--- src/rtl/tnn_pack_pkg.sv ---
// Shared constants, types and the 2-bit quantizer for the TNN feature packer.
package tnn_pack_pkg;

    localparam int N_FEAT  = 6;
    localparam int RAW_W   = 8;
    localparam int Q_W     = 2;
    localparam int FRAME_W = N_FEAT * Q_W;
    localparam int IDX_W   = $clog2(N_FEAT);

    localparam logic [RAW_W-1:0] THR0_RST = 8'd64;
    localparam logic [RAW_W-1:0] THR1_RST = 8'd128;
    localparam logic [RAW_W-1:0] THR2_RST = 8'd192;

    typedef enum logic [0:0] {
        COLLECT = 1'b0,
        HOLD    = 1'b1
    } state_e;

    typedef logic [N_FEAT-1:0][Q_W-1:0] slots_t;

    // Thresholds are tested in order and the first true compare wins,
    // so non-monotonic settings still give a defined code.
    function automatic logic [Q_W-1:0] quantize(
        input logic [RAW_W-1:0] d,
        input logic [RAW_W-1:0] t0,
        input logic [RAW_W-1:0] t1,
        input logic [RAW_W-1:0] t2
    );
        if (d < t0)      return 2'd0;
        else if (d < t1) return 2'd1;
        else if (d < t2) return 2'd2;
        else             return 2'd3;
    endfunction

endpackage

--- src/rtl/tnn_thr_regfile.sv ---
// Three programmable quantization thresholds; index 3 writes are dropped.
module tnn_thr_regfile
    import tnn_pack_pkg::*;
(
    input  logic             clk,
    input  logic             rst_n,
    input  logic             thr_we,
    input  logic [1:0]       thr_sel,
    input  logic [RAW_W-1:0] thr_data,
    output logic [RAW_W-1:0] t0,
    output logic [RAW_W-1:0] t1,
    output logic [RAW_W-1:0] t2
);

    logic [RAW_W-1:0] t0_q, t0_d;
    logic [RAW_W-1:0] t1_q, t1_d;
    logic [RAW_W-1:0] t2_q, t2_d;

    always_comb begin
        t0_d = t0_q;
        t1_d = t1_q;
        t2_d = t2_q;
        if (thr_we) begin
            case (thr_sel)
                2'd0:    t0_d = thr_data;
                2'd1:    t1_d = thr_data;
                2'd2:    t2_d = thr_data;
                default: ;
            endcase
        end
    end

    always_ff @(posedge clk) begin
        if (!rst_n) begin
            t0_q <= THR0_RST;
            t1_q <= THR1_RST;
            t2_q <= THR2_RST;
        end else begin
            t0_q <= t0_d;
            t1_q <= t1_d;
            t2_q <= t2_d;
        end
    end

    assign t0 = t0_q;
    assign t1 = t1_q;
    assign t2 = t2_q;

endmodule

--- src/rtl/tnn_feature_packer.sv ---
// Quantizes a serial raw-feature stream to 2 bits and packs 6 codes per frame.
// Define TNN_PACK_DBUF_EN to add a second bank so collection continues while a frame waits.
module tnn_feature_packer
    import tnn_pack_pkg::*;
(
    input  logic               clk,
    input  logic               rst_n,
    input  logic               s_valid,
    output logic               s_ready,
    input  logic [RAW_W-1:0]   s_data,
    input  logic               s_last,
    input  logic               thr_we,
    input  logic [1:0]         thr_sel,
    input  logic [RAW_W-1:0]   thr_data,
    output logic               m_valid,
    input  logic               m_ready,
    output logic [FRAME_W-1:0] m_data,
    output logic               err
);

    logic [RAW_W-1:0] t0, t1, t2;

    tnn_thr_regfile u_thr (
        .clk      (clk),
        .rst_n    (rst_n),
        .thr_we   (thr_we),
        .thr_sel  (thr_sel),
        .thr_data (thr_data),
        .t0       (t0),
        .t1       (t1),
        .t2       (t2)
    );

    state_e             state_q, state_d;
    slots_t             slots_q, slots_d;
    logic [IDX_W-1:0]   idx_q, idx_d;
    logic               m_valid_q, m_valid_d;
    logic [FRAME_W-1:0] m_data_q, m_data_d;
    logic               err_q, err_d;
`ifdef TNN_PACK_DBUF_EN
    slots_t             pend_q, pend_d;
    logic               pend_valid_q, pend_valid_d;
`endif

    logic [Q_W-1:0] q_val;
    slots_t         frame_full;
    logic           last_slot, accept, frame_done, pop;

    always_comb begin
        // Thresholds are registered, so a same-cycle write is not yet visible here.
        q_val      = quantize(s_data, t0, t1, t2);
        last_slot  = (idx_q == IDX_W'(N_FEAT - 1));
        frame_full = slots_q;
        frame_full[idx_q] = q_val;
        pop        = m_valid_q & m_ready;
`ifdef TNN_PACK_DBUF_EN
        s_ready    = ~(pend_valid_q & m_valid_q & ~m_ready);
`else
        s_ready    = (state_q == COLLECT);
`endif
        accept     = s_valid & s_ready;
        frame_done = accept & last_slot;

        slots_d   = slots_q;
        idx_d     = idx_q;
        err_d     = err_q;
        m_valid_d = m_valid_q;
        m_data_d  = m_data_q;
`ifdef TNN_PACK_DBUF_EN
        pend_d       = pend_q;
        pend_valid_d = pend_valid_q;
`endif

        // Alignment is by count: the sixth feature always closes a frame.
        if (accept) begin
            if (last_slot) begin
                idx_d = '0;
                if (!s_last) err_d = 1'b1;
            end else if (s_last) begin
                idx_d = '0;
                err_d = 1'b1;
            end else begin
                slots_d[idx_q] = q_val;
                idx_d          = idx_q + IDX_W'(1);
            end
        end

`ifdef TNN_PACK_DBUF_EN
        if (pop) begin
            if (pend_valid_q) begin
                m_data_d     = pend_q;
                pend_valid_d = frame_done;
                if (frame_done) pend_d = frame_full;
            end else if (frame_done) begin
                m_data_d = frame_full;
            end else begin
                m_valid_d = 1'b0;
            end
        end else if (frame_done) begin
            if (m_valid_q) begin
                pend_d       = frame_full;
                pend_valid_d = 1'b1;
            end else begin
                m_data_d  = frame_full;
                m_valid_d = 1'b1;
            end
        end
`else
        if (frame_done) begin
            m_data_d  = frame_full;
            m_valid_d = 1'b1;
        end else if (pop) begin
            m_valid_d = 1'b0;
        end
`endif

        state_d = m_valid_d ? HOLD : COLLECT;
    end

    always_ff @(posedge clk) begin
        if (!rst_n) begin
            state_q   <= COLLECT;
            slots_q   <= '0;
            idx_q     <= '0;
            m_valid_q <= 1'b0;
            m_data_q  <= '0;
            err_q     <= 1'b0;
`ifdef TNN_PACK_DBUF_EN
            pend_q       <= '0;
            pend_valid_q <= 1'b0;
`endif
        end else begin
            state_q   <= state_d;
            slots_q   <= slots_d;
            idx_q     <= idx_d;
            m_valid_q <= m_valid_d;
            m_data_q  <= m_data_d;
            err_q     <= err_d;
`ifdef TNN_PACK_DBUF_EN
            pend_q       <= pend_d;
            pend_valid_q <= pend_valid_d;
`endif
        end
    end

    assign m_valid = m_valid_q;
    assign m_data  = m_data_q;
    assign err     = err_q;

endmodule

--- config.mk ---
export PLATFORM = sky130hd
export DESIGN_NAME = tnn_feature_packer
export DESIGN_NICKNAME = d
export VERILOG_FILES = /design/src/rtl/tnn_pack_pkg.sv /design/src/rtl/tnn_thr_regfile.sv /design/src/rtl/tnn_feature_packer.sv
export SDC_FILE = /design/constraint.sdc
export NUM_CORES = 1
export LEC_CHECK = 0
export ABC_AREA = 1
export BUFFER_PORTS_ARGS = -buffer_cell sky130_fd_sc_hd__buf_2
export CAP_MARGIN = 10
export CELL_PAD_IN_SITES_DETAIL_PLACEMENT = 1
export CELL_PAD_IN_SITES_GLOBAL_PLACEMENT = 1
export CORE_MARGIN = 2
export CORE_UTILIZATION = 30
export CTS_CLUSTER_SIZE = 8
export DETAILED_ROUTE_END_ITERATION = 10
export PLACE_DENSITY = 0.73
export REMOVE_ABC_BUFFERS = 1
export SLEW_MARGIN = 20
export SYNTH_ARGS = -nofsm -noshare
export SYNTH_HDL_FRONTEND = slang
export SYNTH_SLANG_ARGS = --single-unit
--- constraint.sdc ---
create_clock -name clk -period 1.73 [get_ports clk]
set_clock_uncertainty 0.1 [all_clocks]
set_input_delay 0.2595 -clock clk [delete_from_list [all_inputs] [get_ports clk]]
set_output_delay 0.2595 -clock clk [all_outputs]
set_load 0.05 [all_outputs]
=== Word level (Yosys, flattened, before mapping) ===
Cells that the tools add are included.

* Input bits: 24
* Bits in registers: 54

* Add/sub/neg operators: 1
* Equal/unequal tests: 4
* Bitwise operators: 6
* Order comparisons: 5
* Multiplexer cells: 14
* Reduce and logical (&&, ||, !) cells: 8

{| class="wikitable"
|+ Operator list
! cell !! number
|-
| $lt 8x8->1 || 3
|-
| $bwmux 12 || 1
|-
| $mux 1 || 7
|-
| $demux 2 s3 || 1
|-
| $mux 2 || 3
|-
| $mux 3 || 2
|-
| $reduce_and 2->1 || 3
|-
| $reduce_and 3->1 || 2
|-
| $lt 3x4->1 const B || 1
|-
| $add 3x1->3 const B || 1
|-
| $and 1x1->1 || 3
|-
| $eq 3x3->1 const B || 1
|-
| $ge 3x1->1 const B || 1
|-
| $not 1->1 || 3
|-
| $eq 2x1->1 const B || 1
|-
| $eq 2x2->1 const B || 1
|-
| $logic_not 2->1 || 1
|-
| $ne 2x2->1 const B || 1
|-
| $reduce_bool 2->1 || 1
|-
| $logic_and 1x1->1 || 1
|}

=== Logic depth before layout (Yosys ltp) ===
Gate-level depths: netlist (run 1).

* Word-level depth: 5
* Mapped depth: 13

=== By module ===
A second synthesis (run 1) with hierarchy kept.

* Cells, all modules: 453
* Area total of the unflattened synthesis: 3,011.6 um^2

{| class="wikitable"
|+ Modules (own cells, without submodules)
! module !! cells each !! times used !! area each (um^2)
|-
| tnn_feature_packer || 304 || 1 || 1,991.9
|-
| tnn_thr_regfile || 149 || 1 || 1,019.7
|}

=== Worst setup path before layout (run 1) ===
OpenSTA, ideal clock, no wires.

* Kind: reg2reg
* From: register state_q
* To: register slots_q[0] (netlist bit)
* Slack: -289 ps
* Stages on the path, launching flop included: 10
* Library setup time: 109 ps
* Required time: 1,521 ps
* Arrival: 1,810 ps
* Buffers on the path: 1
* Cells stage by stage: dfxtp_1 -> inv_1 -> nand2_2 -> inv_1 -> nand2_1 -> inv_2 -> buf_4 -> o21a_1 -> nand2_1 -> inv_1

* Longest elaborated chain between the ends: 3

{| class="wikitable"
|+ Ends and longest elaborated chain
! element !! line !! text
|-
| from (decl) || tnn_feature_packer.sv:34 || <nowiki>state_e state_q, state_d;</nowiki>
|-
| from (signal assigned) || tnn_feature_packer.sv:133 || <nowiki>state_q <= state_d;</nowiki>
|-
| $not 1->1 || tnn_feature_packer.sv:59 || <nowiki>s_ready = (state_q == COLLECT);</nowiki>
|-
| net s_ready || tnn_feature_packer.sv:9 || <nowiki>output logic s_ready,</nowiki>
|-
| $and 1x1->1 || tnn_feature_packer.sv:61 || <nowiki>accept = s_valid & s_ready;</nowiki>
|-
| $reduce_and 3->1 (no line) || n/a ||
|-
| to (signal assigned) || tnn_feature_packer.sv:134 || <nowiki>slots_q <= slots_d;</nowiki>
|-
| to (decl) || tnn_feature_packer.sv:35 || <nowiki>slots_t slots_q, slots_d;</nowiki>
|}

The timed path passes the listed nets, and every way through them passes these cells.
A chain may end at the register's enable or synchronous reset.

=== Worst setup path after layout (run 1) ===
* From: register u_thr.t2_q[2], in the netlist u_thr.t2[2]
* To: register m_data_q[6], in the netlist m_data[6]

* Longest elaborated chain between the ends: 5

{| class="wikitable"
|+ Ends and longest elaborated chain
! element !! line !! text
|-
| from (decl) || tnn_thr_regfile.sv:17 || <nowiki>logic [RAW_W-1:0] t2_q, t2_d;</nowiki>
|-
| from (signal assigned) || tnn_thr_regfile.sv:41 || <nowiki>t2_q <= t2_d;</nowiki>
|-
| $lt 8x8->1 || tnn_pack_pkg.sv:31 || <nowiki>else if (d < t2) return 2'd2;</nowiki>
|-
| $mux 1 || tnn_pack_pkg.sv:31 ||
|-
| $mux 2 || tnn_pack_pkg.sv:30 || <nowiki>else if (d < t1) return 2'd1;</nowiki>
|-
| $mux 2 || tnn_pack_pkg.sv:29 || <nowiki>if (d < t0) return 2'd0;</nowiki>
|-
| $bwmux 12 || tnn_feature_packer.sv:54 || <nowiki>frame_full[idx_q] = q_val;</nowiki>
|-
| to (signal assigned) || tnn_feature_packer.sv:137 || <nowiki>m_data_q <= m_data_d;</nowiki>
|-
| to (decl) || tnn_feature_packer.sv:38 || <nowiki>logic [FRAME_W-1:0] m_data_q, m_data_d;</nowiki>
|}

Every way passes these cells.

==> results of run 1 <==
synthesized netlist by cell type (4+ instances only):
cell and n:
a21oi_1 31, dfxtp_1 53, nand2_2 4, inv_1 67, o21a_1 14, inv_2 4, nor3_2 5, o211ai_1 4
nand3_1 34, buf_2 6, ha_1 24, nand2_1 70, nor2_1 37, o21ai_0 22
state kept, by name, summed over array words and instances, names as in the netlist:
signal	flops
slots_q	12
state_q	1
u_thr.t2	8
err	1
m_data	12
u_thr.t0	8
idx_q	3
u_thr.t1	8
per-stage QoR:
step / utilization [%] / std cells / setup TNS (ns) / hold slack [ns] / power [mW]
floorplan: - / 380 / -4.12 / 0.258 / 1.58
CTS: 36.2 / 566 / 0 / 0.0971 / 2.48
detailed placement: 34.8 / 558 / -1.36 / 0.344 / 1.74
global placement: 34.8 / 558 / -0.431 / 0.336 / 1.72
global route: 40.6 / 569 / -0.784 / 0.121 / 2.76
finish: 40.6 / 569 / -0.00682 / 0.103 / 2.63
timing repair:
item | 4_1_cts | 5_1_grt
gates resized for setup | 6 | 79
gates cloned | 0 | 1
hold buffers | 0 | 0
setup buffers | 0 | 2
endpoints found under the setup margin | 12 | 24
endpoints found under the hold margin | 0 | 0
pin swaps | 1 | 34
kinds of logic after synthesis:
family,count (synthesis),synth area share [%]
buffers and inverters,85,12.1
AO/OA/AOI/OAI,73,14.5
flip-flops,53,37.2
AND/OR/NAND/NOR,159,25.7
adder cells (fa/ha/maj),24,10.5
layout make-up:
cell class / instances / area (sq um)
Clock buffer: 6 / 72.6
Clock inverter: 2 / 15.0
Fill cell: 1141 / 5490
Inverter: 71 / 267
Multi-Input combinational cell: 257 / 1860
Sequential cell: 53 / 1070
Tap cell: 129 / 161
Timing Repair Buffer: 51 / 308
worst max-delay path, stage by stage (launching register included):
cell,delay (ns)
dfxtp_2,0.34
inv_2,0.05
ha_4,0.23
nand2_1,0.07
inv_1,0.06
nand2_2,0.07
nand2_4,0.06
a21oi_4,0.20
nand2_8,0.12
nand3_4,0.11
nand3_2,0.07
nand2_1,0.10
inv_1,0.06
path summary, 6_finish.rpt:
check,startpoint,end,cells after the start
min,thr_data[7],u_thr.t2[7]$_SDFFE_PN1P_,3
max reg2reg,u_thr.t2[2]$_SDFFE_PN0P_,m_data[6]$_SDFFE_PN0P_,12
max,u_thr.t2[2]$_SDFFE_PN0P_,m_data[6]$_SDFFE_PN0P_,12
min reg2reg,err$_SDFFE_PN0P_,err$_SDFFE_PN0P_,2
metal layers:
metal	routed length [microns]	vias up	global-route usage, %
met1	3780	1253	18.6
met5	0	-	0
met4	147	0	5.93
met2	4290	32	24.8
met3	198	8	2.28
li1	-	1348	-
report_power, final:
group	switching (mW)	total, mW	internal [mW]
sequential	0.0230	1.29	1.27
combinational	0.377	0.613	0.236
clock	0.433	0.720	0.286
placed cells by master, fill, tap and decap left out, types with 3 or more instances in the layout:
cell      netlist  routed
a21oi_1        31      22
a21oi_2         0       8
buf_2           6      38
buf_4           3      10
clkbuf_8        0       5
dfxtp_1        53      47
dfxtp_2         0       6
ha_1           24      13
ha_4            0      11
inv_1          67      59
inv_2           4      12
nand2_1        70      61
nand2_2         4       9
nand2_4         1       3
nand2_8         0       3
nand3_1        34      18
nand3_2         3      12
nand3_4         0       7
nor2_1         37      35
nor3_2          5       6
o211ai_1        4       4
o21a_1         14      13
o21ai_0        22      21
==> flow_summary_export.csv, run 1 <==
group,metric,value,unit
outcome,status,"finished, violations left",
outcome,violations,"setup timing",
timing,setup_ws,-0.00682,ns
worst_setup_path,arrival,1.86,ns
synthesis,synth_seq_cells,53,
detailed_routing,drt_iter0_drc,53,
finish,syn_to_final_growth,31.6,%
die,start_util,30.9,%
worst_setup_path,required,1.85,ns
synthesis,ys_async_sr_fraction,0,%
detailed_routing,dr.pass1.iters,4,
power_and_ir_drop,vdd_ir_drop_max,0.000255,V
finish,fin_area,3750,sq um
detailed_routing,drt-total-wl,8410,microns
min_path,hp-class,"input pin to flip-flop",
worst_setup_path,start_kind,"flip-flop",
worst_setup_path,worstSetupEndpointType,"flip-flop",
synthesis,ys_seq_area_share,37.2,%
detailed_routing,drc,0,
clock_network,cts_buffer_depth,2,
placed_design,place_ws,-0.124,ns
placed_design,io_buffers,38,
synthesis,yosysTopAreaCellShare,37.2,%
clock_network,cts_max_level,2,
clock_network,clock_latency,0.31,ns
detailed_routing,via_per_inst,4.64,
timing,final_max_slew_viol_count,0,
die,ioPinCount,39,
synthesis,synth_area,2850,sq um
placed_design,place_area,3220,sq um
global_routing,overflow,0,
clock_network,root_buffer,"clkbuf_8",
die,die_w,101,microns
timing,slew_headroom,68.3,%
synthesis,synthCells,394,
clock_network,cts_tree,"yes",
detailed_routing,vias,2641,
clock_network,clkTransAtPathRegs,0.10,ns
finish,drive_above_1_share,32.7,%
synthesis,synth_edf_count,0,
timing,finalCriticalPeriod,1.74,ns
detailed_routing,post_drt_wl_per_cell,14.8,microns
synthesis,ys.flop_type,"dfxtp_1",
synthesis,syn_area_per_cell,7.24,sq um
worst_setup_path,worstPathMaxFanout,6,
placed_design,gp_congestion,0.788,
synthesis,ys.warnings.count,0,
clock_network,cts_sinks,53,
die,die_h,101,microns
power_and_ir_drop,power_density,700,nW/um^2
die,core,9240,sq um
clock_network,cts_inserted_buffers,5,
timing,hold_violations,0,
worst_setup_path,rrSetupSlack,-0.007,ns
placed_design,dp_hpwl,5460,microns
global_routing,grt_pass1_vias,2589,
die,num_rows,35,
synthesis,synth_largest_area_cell,"dfxtp_1",
synthesis,yosysUniqueCellTypes,26,
timing,rsz0062_at_grt,"true",
finish,antenna_cells,0,
timing,fin_crit_sh,100,%
timing,tightest_slew,0.473,ns
synthesis,synth.area.top_cells,"dfxtp_1 (37%), ha_1 (11%), nand2_1 (9.2%), inv_1 (8.8%), nand3_1 (6.0%)",
detailed_routing,drtAntennaViolNets,0,
power_and_ir_drop,p_leak,1.67,nW
global_routing,grt_use_total,14.6,%
global_routing,grt_antenna_before_repair,0,
global_routing,grt_first_pass_wirelength,11900,microns
global_routing,grt_max_degree,25,
finish,nNetsFinal,487,
job,drv_cap,0,
timing,fmax,0.576,GHz
die,die-area,10300,sq um
worst_setup_path,critical_path_class,"flip-flop to flip-flop",
timing,finalSetupViolCount,1,
Note: power is estimated with default switching activity, not from simulation.
==> run 2, diff against run 1 <==
--- a/config.mk
+++ b/config.mk
@@ -12,6 +12,7 @@
 export CELL_PAD_IN_SITES_GLOBAL_PLACEMENT = 1
 export CORE_MARGIN = 2
 export CORE_UTILIZATION = 30
+export CTS_BUF_LIST = sky130_fd_sc_hd__clkbuf_4
 export CTS_CLUSTER_SIZE = 8
 export DETAILED_ROUTE_END_ITERATION = 10
 export PLACE_DENSITY = 0.73
==> run 2 against run 1 <==
  * The run now ends clean
  * Sequential cell count did not move
  * Wire length decreased by 4.8%
  * Via count hardly changed
  * Clock-buffer cell count stayed put
  * Combinational power down 5.7%
  * Global-route usage shrank 0.12 points
  * Cell area down 3.1%
  * Largest power group unchanged
  * Highest routed layer unchanged
==> flow_summary_export.csv, run 2 (synthesis gave the netlist of run 1 again) <==
group,metric,value,unit
outcome,status,"finished, final reports clean",
clock_network,cts_sinks,53,
die,ioPinCount,39,
detailed_routing,dr.pass1.iters,4,
finish,fin_util,39.4,%
placed_design,io_buffers,38,
die,num_rows,35,
min_path,hp-class,"input pin to flip-flop",
global_routing,grt_antenna_before_repair,0,
finish,final_cell_mix,"inv_1 (57), nand2_1 (57), dfxtp_1 (43)",
worst_setup_path,worstPathCellList,"buf_4 > nor3_1 > inv_1 > nand2_1 > nand3_2 > nand2_1 > inv_1",
timing,tightest_slew,0.683,ns
placed_design,place_ws,-0.124,ns
die,core,9240,sq um
finish,antenna_cells,0,
worst_setup_path,worstSetupEndpointType,"flip-flop",
min_path,whs_path_depth,3,
power_and_ir_drop,power_density,681,nW/um^2
worst_setup_path,r2r_cells,7,
finish,syn_to_final_growth,27.6,%
die,start_util,30.9,%
worst_setup_path,critical-path-max-stage-delay,0.58,ns
placed_design,gp_congestion,0.788,
detailed_routing,drc,0,
placed_design,dp_hpwl,5460,microns
timing,hold_violations,0,
job,drv_cap,0,
clock_network,cts_max_level,2,
power_and_ir_drop,p_leak,1.63,nW
global_routing,overflow,0,
worst_setup_path,worstPathMaxFanout,6,
timing,final_max_slew_viol_count,0,
clock_network,cts_tree,"yes",
timing,finalSetupViolCount,0,
worst_setup_path,crit_start,"idx_q[0]$_SDFFE_PN0P_",
die,die_h,101,microns
timing,fin_crit_sh,99.7,%
clock_network,clock_latency,0.39,ns
worst_setup_path,r2r_start,"idx_q[0]$_SDFFE_PN0P_",
clock_network,clkTransAtPathRegs,0.16,ns
min_path,hold_start,"thr_data[7]",
global_routing,grt_use_total,14.5,%
clock_network,cts_buffer_depth,2,
power_and_ir_drop,vdd_ir_drop_max,0.000302,V
clock_network,root_buffer,"clkbuf_4",
timing,slew_headroom,54.1,%
worst_setup_path,start_kind,"flip-flop",
worst_setup_path,cp_slowest_cell,"nor3_1",
worst_setup_path,critical_path_class,"flip-flop to flip-flop",
detailed_routing,drt_iter0_drc,46,
detailed_routing,drt-total-wl,8010,microns
finish,drive_above_1_share,32.6,%
global_routing,grt_max_degree,25,
finish,nNetsFinal,486,
timing,setup_ws,0.00493,ns
detailed_routing,drtAntennaViolNets,0,
die,die-area,10300,sq um
detailed_routing,vias,2640,
global_routing,grt_first_pass_wirelength,11800,microns
detailed_routing,via_per_inst,4.65,
global_routing,grt_pass1_vias,2585,
detailed_routing,post_drt_wl_per_cell,14.1,microns
timing,fmax,0.580,GHz
clock_network,cts_inserted_buffers,5,
clock_network,holdBufCountCts,0,
worst_setup_path,arrival,1.94,ns
die,die_w,101,microns
timing,finalCriticalPeriod,1.73,ns
worst_setup_path,required,1.95,ns
-- run 2: cell count changes in the layout (fill, tap and decap cells not counted), sizes merged --
cell  before  now
buf       51   50
-- run 2: path summary, 6_finish.rpt --
check / to / slack, ns
max: slots_q[8]$_SDFFE_PN0P_ / 0.005
min: u_thr.t2[7]$_SDFFE_PN1P_ / 0.03
max reg2reg: slots_q[8]$_SDFFE_PN0P_ / 0.005
min reg2reg: err$_SDFFE_PN0P_ / 0.36
-- run 2: metrics by stage --
| stage | total power, mW | setup TNS (ns) | instances | instance area (sq um) | hold slack [ns] |
|---|---|---|---|---|---|
| CTS | 2.35 | 0 | 566 | 3320 | 0.0147 |
| detailed placement | 1.74 | -1.36 | 558 | 3220 | 0.344 |
| floorplan | 1.58 | -4.12 | 380 | 2770 | 0.258 |
| finish | 2.48 | 0 | 568 | 3640 | 0.0272 |
| global route | 2.61 | -0.684 | 568 | 3640 | 0.0140 |
| global placement | 1.72 | -0.431 | 558 | 3220 | 0.336 |
-- run 2: final cells by class --
cell class,count,area [sq um]
Clock inverter,2,15.0
Inverter,71,267
Clock buffer,6,45.0
Sequential cell,53,1070
Timing Repair Buffer,50,293
Tap cell,129,161
Fill cell,1147,5600
Multi-Input combinational cell,257,1780
-- run 2: what timing repair did --
action	CTS	global route
resized for setup	7	71
endpoints found under the setup margin	12	24
pin swaps	1	27
gates cloned	0	1
buffers inserted	0	1
-- run 2: layer usage --
metal  routed length, microns  track usage [%]  share of wire [%]  vias to the layer above
li1                         -                -                  -                     1343
met1                     3510             18.3                 44                     1257
met2                     4150             24.8                 52                       33
met3                      258             2.69                3.2                        7
met4                       93             5.09                1.2                        0
met5                        0                0                  0                        -
-- run 2: worst max-delay path, delay by kind of cell, from the launching register on --
| family | cells | cell delay (ns) |
|---|---|---|
| buf+inv | 3 | 0.32 |
| flops | 1 | 0.35 |
| simple gates | 4 | 0.89 |
-- run 2: report_power, final --
| part | switching [mW] | internal (mW) | leakage (nW) | total (mW) |
|---|---|---|---|---|
| clock | 0.427 | 0.175 | 0.0279 | 0.602 |
| sequential | 0.0220 | 1.27 | 0.436 | 1.30 |
| combinational | 0.358 | 0.220 | 1.17 | 0.578 |
| total | 0.807 | 1.67 | 1.63 | 2.48 |
